[src/rtl/fetch_pkg.sv]
// Shared definitions for the instruction fetch unit: FSM state type and the
// instruction size/alignment constants used to step and validate the PC.
package fetch_pkg;

  typedef enum logic [2:0] {
    REQ   = 3'd0,
    WAIT  = 3'd1,
    DRAIN = 3'd2,
    HOLD  = 3'd3,
    FAULT = 3'd4
  } fetch_state_t;

  localparam int unsigned INSTR_BYTES = 4;
  localparam logic [1:0]  ALIGN_MASK  = 2'b11;

endpackage

[src/rtl/instr_fetch_unit.sv]
// Instruction fetch controller. Issues one instruction-memory request at a
// time for the current PC, holds the returned instruction for decode and
// steers the external PC register (sequential pc+4 or redirect target).
//
// Ports:
//   clk, reset                       clock, asynchronous active-high reset
//   pc                               current PC from the external PC register
//   pc_next, pc_enable               next PC value and its one-cycle load strobe
//   imem_req_valid/ready/addr        fetch request channel (addr always == pc)
//   imem_rsp_valid/data              fetch response, single-cycle valid
//   instr_valid/ready, instr,
//   instr_pc                         held instruction and its PC towards decode
//   redirect_valid/target            branch/jump/trap redirect, single cycle
//   fetch_fault                      misaligned fetch PC detected
module instr_fetch_unit
  import fetch_pkg::*;
#(
  parameter int unsigned XLEN = 32
) (
  input  logic            clk,
  input  logic            reset,
  input  logic [XLEN-1:0] pc,
  output logic [XLEN-1:0] pc_next,
  output logic            pc_enable,
  output logic            imem_req_valid,
  output logic [XLEN-1:0] imem_req_addr,
  input  logic            imem_req_ready,
  input  logic            imem_rsp_valid,
  input  logic [XLEN-1:0] imem_rsp_data,
  output logic            instr_valid,
  output logic [XLEN-1:0] instr,
  output logic [XLEN-1:0] instr_pc,
  input  logic            instr_ready,
  input  logic            redirect_valid,
  input  logic [XLEN-1:0] redirect_target,
  output logic            fetch_fault
);

  fetch_state_t    state_q, state_d;
  logic [XLEN-1:0] instr_q, instr_pc_q;
  logic            instr_valid_q, fetch_fault_q;
  logic            capture;
  logic            misaligned;

  assign misaligned    = (pc[1:0] & ALIGN_MASK) != 2'b00;
  assign imem_req_addr = pc;

  always_comb begin
    state_d        = state_q;
    pc_enable      = 1'b0;
    pc_next        = pc + XLEN'(INSTR_BYTES);
    imem_req_valid = 1'b0;
    capture        = 1'b0;

    // A redirect always loads the PC, whatever the state.
    if (redirect_valid) begin
      pc_enable = 1'b1;
      pc_next   = redirect_target;
    end

    unique case (state_q)
      REQ: begin
        if (redirect_valid) begin
          state_d = REQ;
        end else if (misaligned) begin
          state_d = FAULT;
        end else begin
          imem_req_valid = 1'b1;
          if (imem_req_ready) state_d = WAIT;
        end
      end
      WAIT: begin
        if (redirect_valid) begin
          // The outstanding response must still be swallowed unless it is here now.
          state_d = imem_rsp_valid ? REQ : DRAIN;
        end else if (imem_rsp_valid) begin
          capture = 1'b1;
          state_d = HOLD;
        end
      end
      DRAIN: begin
        // The stale response retires the drain even if a new redirect arrives
        // with it; otherwise nothing would ever release this state.
        if (imem_rsp_valid) state_d = REQ;
      end
      HOLD: begin
        if (redirect_valid) begin
          state_d = REQ;
        end else if (instr_ready) begin
          pc_enable = 1'b1;
          state_d   = REQ;
        end
      end
      FAULT: begin
        if (redirect_valid) state_d = REQ;
      end
      default: state_d = REQ;
    endcase

    if (reset) begin
      pc_enable      = 1'b0;
      imem_req_valid = 1'b0;
    end
  end

  always_ff @(posedge clk or posedge reset) begin
    if (reset) begin
      state_q       <= REQ;
      instr_q       <= '0;
      instr_pc_q    <= '0;
      instr_valid_q <= 1'b0;
      fetch_fault_q <= 1'b0;
    end else begin
      state_q       <= state_d;
      instr_valid_q <= (state_d == HOLD);
      fetch_fault_q <= (state_d == FAULT);
      if (capture) begin
        instr_q    <= imem_rsp_data;
        instr_pc_q <= pc;
      end
    end
  end

  assign instr       = instr_q;
  assign instr_pc    = instr_pc_q;
  assign instr_valid = instr_valid_q;
  assign fetch_fault = fetch_fault_q;

endmodule

[config.mk]
export PLATFORM = sky130hd
export DESIGN_NAME = instr_fetch_unit
export DESIGN_NICKNAME = d
export VERILOG_FILES = /design/src/rtl/fetch_pkg.sv /design/src/rtl/instr_fetch_unit.sv
export SDC_FILE = /design/constraint.sdc
export NUM_CORES = 1
export LEC_CHECK = 0
export CORE_UTILIZATION = 42
export CTS_BUF_LIST = sky130_fd_sc_hd__clkbuf_8
export DETAILED_ROUTE_END_ITERATION = 7
export PLACE_DENSITY = 0.89
export SLEW_MARGIN = 20
export SYNTH_ARGS = -nofsm -noshare
export SYNTH_HDL_FRONTEND = slang
export SYNTH_SLANG_ARGS = --single-unit
[constraint.sdc]
create_clock -name clk -period 7.1 [get_ports clk]
set_input_delay 1.42 -clock clk [delete_from_list [all_inputs] [get_ports clk]]
set_output_delay 1.42 -clock clk [all_outputs]
set_load 0.005 [all_outputs]
Word level (Yosys, flattened, before mapping)
Index checks and enable logic that the tools add are counted.

word-level totals
  output and inout port bits = 132
  input bits = 102
  bits in registers = 69

operators by class
  reduce and logical (&&, ||, !) cells = 2
  equality and inequality tests = 6
  add/subtract/negate cells = 1
  mux-type cells = 24

operator list
  cell                                            number
  adder 32 x 3 -> 32 bit (second input constant)  1
  2-to-1 mux 32 bit                               1
  2-to-1 mux 3 bit                                9
  case mux 3 bit (5 select lines)                 1
  2-to-1 mux 1 bit                                12
  == test 3 x 2 -> 1 bit (second input constant)  3
  == test 3 bit (second input constant)           2
  == test 3 x 1 -> 1 bit (second input constant)  1
  zero test 3 bit                                 1
  2-to-1 mux 2 bit                                1
  nonzero test 2 bit                              1

Longest topological paths before layout
  word-level depth = 5
  gate-level depth with buffers = 7
  mapped depth without buffers = 5

Worst setup path before layout
OpenSTA, ideal clock, no wires.

  path type = input to output
  start = in reset
  end = out imem_req_valid
  slack = 2411 ps
  required time = 5680 ps
  data arrival time = 3269 ps
  stages = 2
  cell sequence = inv_1 > and4_1

on the way
  word-level cells in the longest chain between the ends = 1

RTL lines
  item              line                     source
  start, declared   instr_fetch_unit.sv:21   input logic reset,
  2-to-1 mux 1 bit  instr_fetch_unit.sv:100  if (reset) begin
  end, declared     instr_fetch_unit.sv:25   output logic imem_req_valid,

Every way passes these cells.

Worst setup path in the final report
  start = in pc[2]
  end = out pc_next[24]

on the way
  word-level cells in the longest chain between the ends = 2

RTL lines
  item                    line                    source
  start, declared         instr_fetch_unit.sv:22  input logic [XLEN-1:0] pc,
  adder 32 x 3 -> 32 bit  instr_fetch_unit.sv:51  pc_next = pc + XLEN'(INSTR_BYTES);
  2-to-1 mux 32 bit       instr_fetch_unit.sv:56  if (redirect_valid) begin
  end, declared           instr_fetch_unit.sv:23  output logic [XLEN-1:0] pc_next,

Every way passes these cells.

==> run_results.csv <==
group,metric,value,unit
floorplanning,initial_core_util,0.4391,
timing,rsz0062_at_grt,"no",
timing,final_min_period_over_clock_period,0.7899,
timing,finalSetupTns,0,ns
final_layout,drive_gt1_frac,0.1571,
worst_setup_path,worstSetupStartpointType,"input pin",
clock_network,tritoncts,"built",
synth,synth.cell_area,0.003885,mm2
floorplanning,die_width,98.18,um
floorplanning,die_height,98.18,um
floorplanning,placementRows,34,
synth,synth.area.top_cells,"sky130_fd_sc_hd__dfrtp_1 (44%), sky130_fd_sc_hd__mux2_2 (19%), sky130_fd_sc_hd__buf_4 (6.2%)",
synth,ffs_latches_synth,69,
route,totalWireLength,11.83,mm
route,routed_wire_length_per_instance,17.70,um
synth,synth_top_flop_cell,"sky130_fd_sc_hd__dfrtp_1",
timing,layout_setup_ws,1.492,ns
route,firstDrtPassIters,8,
worst_setup_path,cp_data_arrival_time,4.19,ns
min_path,hp-class,"reg -> reg",
clock_network,cts.repair.resized,0,
outcome,run_status,"finished with violations",
synth,number_of_synthesis_warnings,0,
synth,postSynth.asyncResetShare,1.000,
global_routing,grt_pass1_vias,3744,
timing,timing.fmax,178.3,MHz
synth,netlist_top_cells_count,"sky130_fd_sc_hd__dfrtp_1 (69), sky130_fd_sc_hd__mux2_2 (66), sky130_fd_sc_hd__buf_4 (32)",
synth,synthesis.area_per_instance,10.64,um2
clock_network,cts.clk_slew.worst_paths,0.08,ns
worst_setup_path,critical_path_required,5.68,ns
route,avg_vias_per_cell,5.503,
final_layout,area_growth_syn_to_layout,60.06,%
pwr,power.density,188.9,mW/mm2
placement,detailedPlacementHpwl,8.815,mm
placement,detailedPlace.worstSlack,1.498,ns
worst_setup_path,timing.critical_path.to_type,"primary output",
clock_network,clkLatencyLatePin,0.34,ns
global_routing,initial_antenna_violation_count,0,
placement,port_buffers,233,
timing,post-route-min-period,5.608,ns
floorplanning,die_area,0.009638,mm2
global_routing,grt_start_max_net_pins,70,
route,detail_route.drc_violations,16,
clock_network,cts_root_buffer,"sky130_fd_sc_hd__clkbuf_8",
timing,final-setup-viol-count,0,
placement,place_congestion,0.7935,
synth,synth_top_cell_area_share,0.4444,
clock_network,cts.htree.levels,3,
synth,synth-seq-area-share,0.4444,
final_layout,antenna_cells,0,
pwr,peakVddDrop,0.0001057,V
worst_setup_path,critical_path_class,"in -> out",
global_routing,grt_util_all_layers,0.2529,
timing,fin_worst_skew,0.009675,ns
worst_setup_path,worst_path_maximum_fanout,11,
timing,slew-limit-headroom,0.3969,
timing,worstMarginPinSlew,0.9047,ns
clock_network,cts.path.max_buffers,2,
route,drt_iter0_markers,101,
synth,yosysMostFrequentCell,"sky130_fd_sc_hd__dfrtp_1",
route,antenna_left,0,
pwr,leakage_power_total,2.574,nW
synth,synthDominantAreaCellType,"sky130_fd_sc_hd__dfrtp_1",
flow_run,cap_violations,0,
global_routing,global_route_wire_length_before_repair,19.14,mm
synth,post_synth_inst_count,365,
synth,synth.distinct_cells,37,
clock_network,post-cts-setup-buffers,0,
clock_network,tritoncts.num_buffers,9,
synth,syn-num-nets,468,
floorplanning,io-pin-count,234,
clock_network,cts_num_sinks,69,
timing,drv_slew,0,
global_routing,grt_overflow,0,
outcome,violations_in_the_final_reports,"design-rule violations",
route,dr_total_vias,3676,
floorplanning,design.core.area,0.008848,mm2
synth,number_of_enable_type_register_cells_in_the_synthesized_netlist,0,
timing,finalHoldViolCount,0,
final_layout,nets_finish,658,
clock_network,cts_hold_buffers,0,
cells by family (layout without fill, tap and decap cells):
kind of cell	count (synthesis)	count (layout)	share of synthesized area
compound gates	49	49	0.08052
buf+inv	61	256	0.09726
simple gates	106	106	0.1536
mux	67	67	0.1939
fa+ha+maj	1	1	0.003220
flops	69	69	0.4444
xor+xnor	12	12	0.02705
flip-flops by register name, summed over array words and instances (netlist names):
signal	count
fetch_fault	1
instr	32
instr_pc	32
instr_valid	1
state_q	3
report_power, final:
part / internal, mW / switching, mW
clock: 0.163 / 0.160
combinational: 0.247 / 0.117
sequential: 0.455 / 0.0320
placed cells by master, fill, tap and decap left out, types with 7 or more instances in the layout:
cell / synthesis / final
sky130_fd_sc_hd__clkdlybuf4s50_1: 0 / 233
sky130_fd_sc_hd__dfrtp_1: 69 / 69
sky130_fd_sc_hd__mux2_2: 66 / 66
sky130_fd_sc_hd__nand2_1: 22 / 22
sky130_fd_sc_hd__nor2_1: 18 / 18
sky130_fd_sc_hd__o21ai_0: 15 / 15
sky130_fd_sc_hd__nand3_1: 16 / 15
sky130_fd_sc_hd__or4_1: 14 / 14
sky130_fd_sc_hd__a31oi_1: 14 / 14
sky130_fd_sc_hd__o31ai_1: 13 / 13
sky130_fd_sc_hd__nand4_1: 9 / 9
sky130_fd_sc_hd__clkbuf_8: 0 / 9
sky130_fd_sc_hd__xor2_1: 7 / 7
sky130_fd_sc_hd__and4_1: 7 / 7
per-stage QoR:
| step | power [mW] | hold slack [ns] | utilization | instance area [um2] | std cells |
|---|---|---|---|---|---|
| 2_1_floorplan | 0.6054 | 0.4225 | - | 3885 | 365 |
| 3_3_place_gp | 0.8490 | 0.4531 | 0.6804 | 6021 | 652 |
| 3_5_place_dp | 0.8604 | 0.4658 | 0.6804 | 6021 | 652 |
| 4_1_cts | 1.191 | 0.4872 | 0.7028 | 6218 | 668 |
| 5_1_grt | 1.240 | 0.5119 | 0.7028 | 6218 | 668 |
| 6_report | 1.174 | 0.4884 | 0.7028 | 6218 | 668 |
path summary, 6_finish.rpt:
check                          endpoint  slack, ns    startpoint  depth (start not counted)
hold reg to reg            instr_pc[18]       0.49  instr_pc[18]                          2
hold / removal             instr_pc[18]       0.49  instr_pc[18]                          2
setup reg to reg           instr_pc[14]       4.81    state_q[0]                          3
min in group asynchronous   instr_valid       1.71         reset                          3
max in group asynchronous  instr_pc[21]       4.79         reset                          3
setup / recovery            pc_next[24]       1.49         pc[2]                          7
layout make-up:
class,instances,area (um2)
timing repair buffer,235,2347
tap,108,135.1
sequential,69,1727
clock buffer,9,123.9
inverter,5,18.77
clock inverter,7,73.82
fill,669,2630
multi-input combinational,235,1793
routing by layer:
metal  global-route usage  vias up  wire length, um
met1               0.2776     1779             4405
li1                     -     1691                -
met2               0.4561      184             6089
met4               0.1102        0              273
met5                    0        -                0
met3              0.07015       22             1058
critical path: stages:
cell and delay [ns]:
sky130_fd_sc_hd__clkdlybuf4s50_1 0.57, sky130_fd_sc_hd__ha_1 0.25, sky130_fd_sc_hd__and3_1 0.35, sky130_fd_sc_hd__nand2_1 0.30, sky130_fd_sc_hd__or4_1 0.56, sky130_fd_sc_hd__a31oi_1 0.18
sky130_fd_sc_hd__clkdlybuf4s50_1 0.54
Note: power is estimated with default switching activity, not from simulation.
